`src/rtl/wbm_pkg.sv`:
```
// Shared types and Wishbone cycle-type codes for the burst master and its write FIFO.
package wbm_pkg;

    typedef enum logic [1:0] {
        IDLE,
        LOAD,
        BUS,
        DONE
    } wbm_state_e;

    localparam logic [2:0] CTI_CLASSIC = 3'b000;
    localparam logic [2:0] CTI_INCR    = 3'b010;
    localparam logic [2:0] CTI_EOB     = 3'b111;

endpackage

```
`src/rtl/wbm_wfifo.sv`:
```
// Write-data FIFO holding one burst of {sel, data} beats; head entry is always visible.
module wbm_wfifo #(
    parameter int WIDTH = 36,
    parameter int DEPTH = 8
) (
    input  logic             sys_clk,
    input  logic             RESETN,
    input  logic             flush,
    input  logic             push,
    input  logic [WIDTH-1:0] push_data,
    input  logic             pop,
    output logic [WIDTH-1:0] head_data,
    output logic             full,
    output logic             empty
);

    localparam int AW = (DEPTH > 1) ? $clog2(DEPTH) : 1;
    localparam logic [AW-1:0] PTR_ONE = AW'(1);
    localparam logic [AW:0]   CNT_ONE = (AW + 1)'(1);
    localparam logic [AW:0]   CNT_MAX = (AW + 1)'(DEPTH);

    logic [WIDTH-1:0] mem [DEPTH];
    logic [AW-1:0]    wr_ptr;
    logic [AW-1:0]    rd_ptr;
    logic [AW:0]      count;
    logic             push_ok;
    logic             pop_ok;

    assign full      = (count == CNT_MAX);
    assign empty     = (count == '0);
    assign push_ok   = push && !full;
    assign pop_ok    = pop && !empty;
    assign head_data = mem[rd_ptr];

    always_ff @(posedge sys_clk) begin
        if (!RESETN || flush) begin
            wr_ptr <= '0;
            rd_ptr <= '0;
            count  <= '0;
        end else begin
            if (push_ok) wr_ptr <= wr_ptr + PTR_ONE;
            if (pop_ok)  rd_ptr <= rd_ptr + PTR_ONE;
            case ({push_ok, pop_ok})
                2'b10:   count <= count + CNT_ONE;
                2'b01:   count <= count - CNT_ONE;
                default: count <= count;
            endcase
        end
    end

    // Storage carries no reset; the pointers alone define what is valid.
    always_ff @(posedge sys_clk) begin
        if (push_ok) mem[wr_ptr] <= push_data;
    end

endmodule

```
`src/rtl/wb_burst_master.sv`:
```
// Wishbone B4 incrementing-burst master: turns app commands into cti-tagged bursts,
// buffering a whole write burst before the cycle and streaming read data back registered.
module wb_burst_master
    import wbm_pkg::*;
#(
    parameter int dw     = 32,
    parameter int APP_AW = 26,
    parameter int MAX_BL = 8,
    parameter int BL_W   = $clog2(MAX_BL) + 1
) (
    input  logic              sys_clk,
    input  logic              RESETN,
    input  logic              cmd_valid,
    output logic              cmd_ready,
    input  logic              cmd_we,
    input  logic [APP_AW-1:0] cmd_addr,
    input  logic [BL_W-1:0]   cmd_len,
    input  logic              wr_valid,
    output logic              wr_ready,
    input  logic [dw-1:0]     wr_data,
    input  logic [dw/8-1:0]   wr_sel,
    output logic              rd_valid,
    output logic [dw-1:0]     rd_data,
    output logic              done,
    output logic              wb_cyc_o,
    output logic              wb_stb_o,
    output logic              wb_we_o,
    output logic [APP_AW-1:0] wb_addr_o,
    output logic [dw-1:0]     wb_dat_o,
    output logic [dw/8-1:0]   wb_sel_o,
    output logic [2:0]        wb_cti_o,
    input  logic              wb_ack_i,
    input  logic [dw-1:0]     wb_dat_i
);

    localparam int SW = dw / 8;
    localparam logic [APP_AW-1:0] BEAT_BYTES = APP_AW'(SW);
    localparam logic [BL_W-1:0]   LEN_ONE    = BL_W'(1);
    localparam logic [BL_W-1:0]   LEN_TWO    = BL_W'(2);
    localparam logic [BL_W-1:0]   LEN_MAX    = BL_W'(MAX_BL);

    function automatic logic [BL_W-1:0] clamp_len(input logic [BL_W-1:0] l);
        if (l == '0)     return LEN_ONE;
        if (l > LEN_MAX) return LEN_MAX;
        return l;
    endfunction

    function automatic logic [2:0] first_cti(input logic [BL_W-1:0] l);
        return (l == LEN_ONE) ? CTI_EOB : CTI_INCR;
    endfunction

    wbm_state_e        state;
    logic [BL_W-1:0]   len_q;
    logic [BL_W-1:0]   beat_q;
    logic [BL_W-1:0]   load_cnt_q;
    logic [APP_AW-1:0] addr_q;
    logic [BL_W-1:0]   cmd_len_c;
    logic [dw+SW-1:0]  head;
    logic              fifo_full;
    logic              fifo_empty;
    logic              cmd_fire;
    logic              push;
    logic              pop;
    logic              bus_ack;
    logic              last_beat;
    logic              last_push;

    assign cmd_fire  = cmd_valid && cmd_ready;
    assign cmd_len_c = clamp_len(cmd_len);
    assign push      = wr_valid && wr_ready && !fifo_full;
    assign bus_ack   = wb_stb_o && wb_ack_i;
    assign pop       = bus_ack && wb_we_o && !fifo_empty;
    assign last_beat = (beat_q == len_q - LEN_ONE);
    assign last_push = (load_cnt_q == len_q - LEN_ONE);

    // Data and byte lanes are the FIFO head during a write beat, all lanes on reads, idle-low otherwise.
    assign wb_dat_o = (wb_stb_o && wb_we_o) ? head[dw-1:0] : '0;
    assign wb_sel_o = !wb_stb_o ? '0 : (wb_we_o ? head[dw+SW-1:dw] : {SW{1'b1}});

    wbm_wfifo #(
        .WIDTH (dw + SW),
        .DEPTH (MAX_BL)
    ) u_wfifo (
        .sys_clk   (sys_clk),
        .RESETN    (RESETN),
        .flush     (cmd_fire),
        .push      (push),
        .push_data ({wr_sel, wr_data}),
        .pop       (pop),
        .head_data (head),
        .full      (fifo_full),
        .empty     (fifo_empty)
    );

    always_ff @(posedge sys_clk) begin
        if (!RESETN) begin
            state      <= IDLE;
            cmd_ready  <= 1'b0;
            wr_ready   <= 1'b0;
            rd_valid   <= 1'b0;
            rd_data    <= '0;
            done       <= 1'b0;
            wb_cyc_o   <= 1'b0;
            wb_stb_o   <= 1'b0;
            wb_we_o    <= 1'b0;
            wb_addr_o  <= '0;
            wb_cti_o   <= CTI_CLASSIC;
            len_q      <= '0;
            beat_q     <= '0;
            load_cnt_q <= '0;
            addr_q     <= '0;
        end else begin
            rd_valid <= bus_ack && !wb_we_o;
            if (bus_ack && !wb_we_o) rd_data <= wb_dat_i;
            done <= 1'b0;

            case (state)
                IDLE: begin
                    cmd_ready <= 1'b1;
                    if (cmd_fire) begin
                        cmd_ready  <= 1'b0;
                        len_q      <= cmd_len_c;
                        addr_q     <= cmd_addr;
                        beat_q     <= '0;
                        load_cnt_q <= '0;
                        if (cmd_we) begin
                            state    <= LOAD;
                            wr_ready <= 1'b1;
                        end else begin
                            state     <= BUS;
                            wb_cyc_o  <= 1'b1;
                            wb_stb_o  <= 1'b1;
                            wb_we_o   <= 1'b0;
                            wb_addr_o <= cmd_addr;
                            wb_cti_o  <= first_cti(cmd_len_c);
                        end
                    end
                end

                LOAD: begin
                    if (push) begin
                        load_cnt_q <= load_cnt_q + LEN_ONE;
                        if (last_push) begin
                            wr_ready  <= 1'b0;
                            state     <= BUS;
                            wb_cyc_o  <= 1'b1;
                            wb_stb_o  <= 1'b1;
                            wb_we_o   <= 1'b1;
                            wb_addr_o <= addr_q;
                            wb_cti_o  <= first_cti(len_q);
                        end
                    end
                end

                BUS: begin
                    if (bus_ack) begin
                        if (last_beat) begin
                            wb_cyc_o <= 1'b0;
                            wb_stb_o <= 1'b0;
                            wb_we_o  <= 1'b0;
                            wb_cti_o <= CTI_CLASSIC;
                            done     <= 1'b1;
                            state    <= DONE;
                        end else begin
                            beat_q    <= beat_q + LEN_ONE;
                            wb_addr_o <= wb_addr_o + BEAT_BYTES;
                            wb_cti_o  <= (beat_q + LEN_TWO == len_q) ? CTI_EOB : CTI_INCR;
                        end
                    end
                end

                DONE: begin
                    cmd_ready <= 1'b1;
                    state     <= IDLE;
                end

                default: state <= IDLE;
            endcase
        end
    end

endmodule

```
`config.mk`:
```
export PLATFORM = sky130hd
export DESIGN_NAME = wb_burst_master
export DESIGN_NICKNAME = d
export VERILOG_FILES = /design/src/rtl/wbm_pkg.sv /design/src/rtl/wbm_wfifo.sv /design/src/rtl/wb_burst_master.sv
export SDC_FILE = /design/constraint.sdc
export NUM_CORES = 1
export LEC_CHECK = 0
export ABC_AREA = 1
export CORE_UTILIZATION = 30
export CTS_CLUSTER_SIZE = 25
export DETAILED_ROUTE_END_ITERATION = 16
export PLACE_DENSITY = 0.57
export SYNTH_ARGS = -nofsm -noshare
export SYNTH_HDL_FRONTEND = slang
export SYNTH_HIERARCHICAL = 1
export SYNTH_SLANG_ARGS = --single-unit
```
`constraint.sdc`:
```
create_clock -name sys_clk -period 3 [get_ports sys_clk]
set_input_delay 0.3 -clock sys_clk [delete_from_list [all_inputs] [get_ports sys_clk]]
set_output_delay 0.3 -clock sys_clk [all_outputs]
set_load 0.005 [all_outputs]
```
==> results.yml <==
status:
  status: "completed"
drt:
  ant_nets: 0
  viasPerCell: 4.73
  drcViolationCount: 0
  wl_per_cell_um: 16.6
  routed.top_layer: "met5"
  detail_route.first_pass.iterations: 5
  routed_wl_mm: 47.1
  wl_met3_mm: 3.21
  wl_met2_mm: 22.0
  route.vias.total: 13400
  drt_iter0_drc: 820
  drt-met1-wl_mm: 20.8
sta:
  fin_crit_ps: 2860
  timing.final.crit_share_pct: 95.2
  final-hold-violation-count: 0
  slew_viol_final: 0
  clock_skew_ps: 56.3
  slew_headroom_pct: 51.1
  tightest_slew_ps: 732
  setup_viol: 0
  fmax_mhz: 350
layout:
  fin_area_sq_um: 22400
  area_delta_synth_final_pct: 26.7
  finalNetCount: 2157
  multiInputGateArea_sq_um: 5760
  ff_latch_area_sq_um: 11000
  fillers: 5611
  drive_gt1_share_pct: 7.61
  n_antenna_cell: 0
floorplan:
  die_w_um: 245
  num_rows: 88
  coreArea_sq_um: 58000
  num_io_pins: 208
  die-height_um: 245
  die-area_sq_um: 59900
  initial_core_util_pct: 30.5
critical_path:
  path_max_fanout: 13
  cp.arrival_ps: 2560
  critPathKind: "reg -> out"
  r2r-start: "u_wfifo/count[1]"
  crit_slowest_cell: "clkdlybuf4s50_1"
  r2r_cells: 16
  endpoint_kind: "output port"
  critPathRequiredTime_ps: 2700
  slowest_delay_ps: 600
  reg2reg_to: "u_wfifo/count[2]"
  startpoint_type: "register"
  crit_chain: "buf_2 -> buf_6 -> o21ai_1 -> o22ai_1 -> nand2_1 -> nand2_1 -> nor2_1 -> nor2_1 -> clkdlybuf4s50_1"
  reg2reg_setup_slack_ps: 580
logic_synthesis:
  synth_compound_area_share_pct: 10.1
  syn_nets: 1952
  yosys-top-cells-area: "edfxtp_1, dfxtp_1, nor2_1, nand2_1, o21ai_0"
  synth-simple-area-share_pct: 18.3
  synth_mux_area_share_pct: 2.04
  postSynth.asyncResetShare_pct: 0
  ys_types: 42
  synth_edf_count: 288
  yosysWarnings: 6
  synth_top_family_by_area: "simple AND/OR/NAND/NOR gates"
  yosysMostFrequentCell: "nor2_1"
  ys.flop_type: "edfxtp_1"
  synth_top_area_share_pct: 48.9
  yosys.area.top_type: "edfxtp_1"
  synth_xor_area_share_pct: 0.743
  synth_area_sq_um: 17700
  seq_area_frac_synth_pct: 62.4
  ys_ff_latch: 407
  synth_common_cells: "nor2_1, nand2_1, edfxtp_1"
  synth-adder-area-share_pct: 1.06
  syn_inst: 1833
  syn_avg_cell_area_sq_um: 9.65
clock_network:
  cts_root_buffer: "clkbuf_16"
  cts-buffers-inserted: 46
  clk_latency_ps: 600
  cts_tree: "done"
  htreeDepth: 2
  path_clk_slew_ps: 60
  clock_path_buffers: 3
  cts_num_sinks: 407
min_path:
  min_from: "RESETN"
  hold_depth: 3
  worstHoldEndpoint: "wb_addr_o[23]"
  hp-class: "in -> reg"
placement:
  io_buffers: 207
  globalplace.congestion: 0.807
  hpwl_mm: 27.1
  dpl_cell_area_sq_um: 20700
grt:
  grt_pass1_wl_mm: 72.6
  antenna_found_initial: 2
  grt_max_degree: 56
  grt_remaining_overflow: 0
  track_usage_pct: 15.4
  grt_pass1_vias: 13000
power_and_ir_drop:
  total_power_mw: 16.4
  p_leak_nw: 8.22
  ir_drop_v: 0.000435
  p_per_area_nw_per_um2: 732
run:
  drv_cap: 0
-- flip-flops by register name, indices dropped and copies added (netlist names), named ones only --
name            count
beat_q              4
done                1
u_wfifo/rd_ptr      3
wb_cti_o            2
wb_addr_o          26
cmd_ready           1
u_wfifo/mem       288
len_q               4
load_cnt_q          4
u_wfifo/count       4
wb_stb_o            1
state               2
rd_valid            1
rd_data            32
wb_we_o             1
u_wfifo/wr_ptr      3
wr_ready            1
addr_q             26
-- report_power, final --
group          switching (mW)  internal, mW  leakage (nW)  total, mW
Clock                    2.35          3.16         0.729       5.51
Combinational            2.33          1.63          3.93       3.97
Sequential              0.437          6.51          3.56       6.94
-- kinds of logic after synthesis --
kind of cell | after synthesis
AND/OR/NAND/NOR | 805
AO/OA/AOI/OAI | 340
flip-flops | 407
buffers and inverters | 215
multiplexers | 36
XOR/XNOR | 15
adder cells (fa/ha/maj) | 15
-- per-layer routing --
metal  global-route usage, %  vias up
met5                       0        -
met4                    4.15        4
met3                    3.76       73
met2                    25.2      365
li1                        -     6615
met1                    20.0     6365
-- per-stage QoR --
step / utilization (%) / hold slack [ps] / std cells / worst slack, ps / TNS [ps]
6_report: 38.6 / 104 / 2840 / 143 / 0
3_5_place_dp: 35.6 / 447 / 2742 / 458 / 0
4_1_cts: 38.3 / 67.4 / 2830 / 8.88 / 0
5_1_grt: 38.6 / 102 / 2840 / -2.65 / -2.65
2_1_floorplan: - / 399 / 1833 / -11.0 / -1590
3_3_place_gp: 35.6 / 440 / 2742 / 492 / 0
-- cell type report --
class | instances | share of cell area, %
flip-flops and latches | 407 | 49.2
clock buffers | 54 | 5.36
repair buffers | 253 | 12.1
clock inverters | 31 | 1.29
inverters | 119 | 2.00
multi-input cells | 1211 | 25.7
well taps | 765 | 4.27
-- cell usage in the layout (no fill, tap or decap), types with 4 or more instances in the layout --
cell,Yosys,layout
clkbuf_16,0,48
o21bai_1,4,4
o22ai_1,36,36
buf_4,3,21
nor2_1,373,360
nand4_1,8,8
buf_6,8,5
o21ai_1,58,58
xor2_1,11,11
inv_1,111,111
clkdlybuf4s50_1,0,203
inv_2,5,5
nor3_1,7,7
xnor2_1,4,4
a21oi_1,77,77
o21ai_0,156,156
nand3_1,69,69
dfxtp_1,119,117
nor2_4,0,8
or2_2,9,9
nand2_1,328,327
buf_12,2,13
ha_1,15,15
mux2i_1,36,36
edfxtp_1,288,288
clkinv_1,2,9
clkbuf_1,57,6
nor2_2,2,7
clkinv_2,0,11
-- how the worst max path moves through the flow --
stage / startpoint / to / slack [ps]
final: register / wb_sel_o[3] / 140
after global routing: register / wb_dat_o[31] / -3
after CTS: register / wb_dat_o[3] / 9
after detailed placement: wb_ack_i / u_wfifo/count[2] / 460
after global placement: wb_ack_i / u_wfifo/count[2] / 490
after floorplan: u_wfifo/count[1] / u_wfifo/mem[1][0] / -10
-- timing repair --
action                     CTS  global route
setup buffers                2             7
hold buffers                 0             0
setup endpoints to repair   12            24
cloned                       1             3
gates resized for setup      4             9
-- critical path, delay by kind of cell (launching register included) --
family                 cells  cell delay [ps]
flip-flops                 1              430
AO/OA/AOI/OAI              2              220
buffers and inverters      3             1020
AND/OR/NAND/NOR            4              300
No activity file was read; power rests on OpenSTA's default activity.
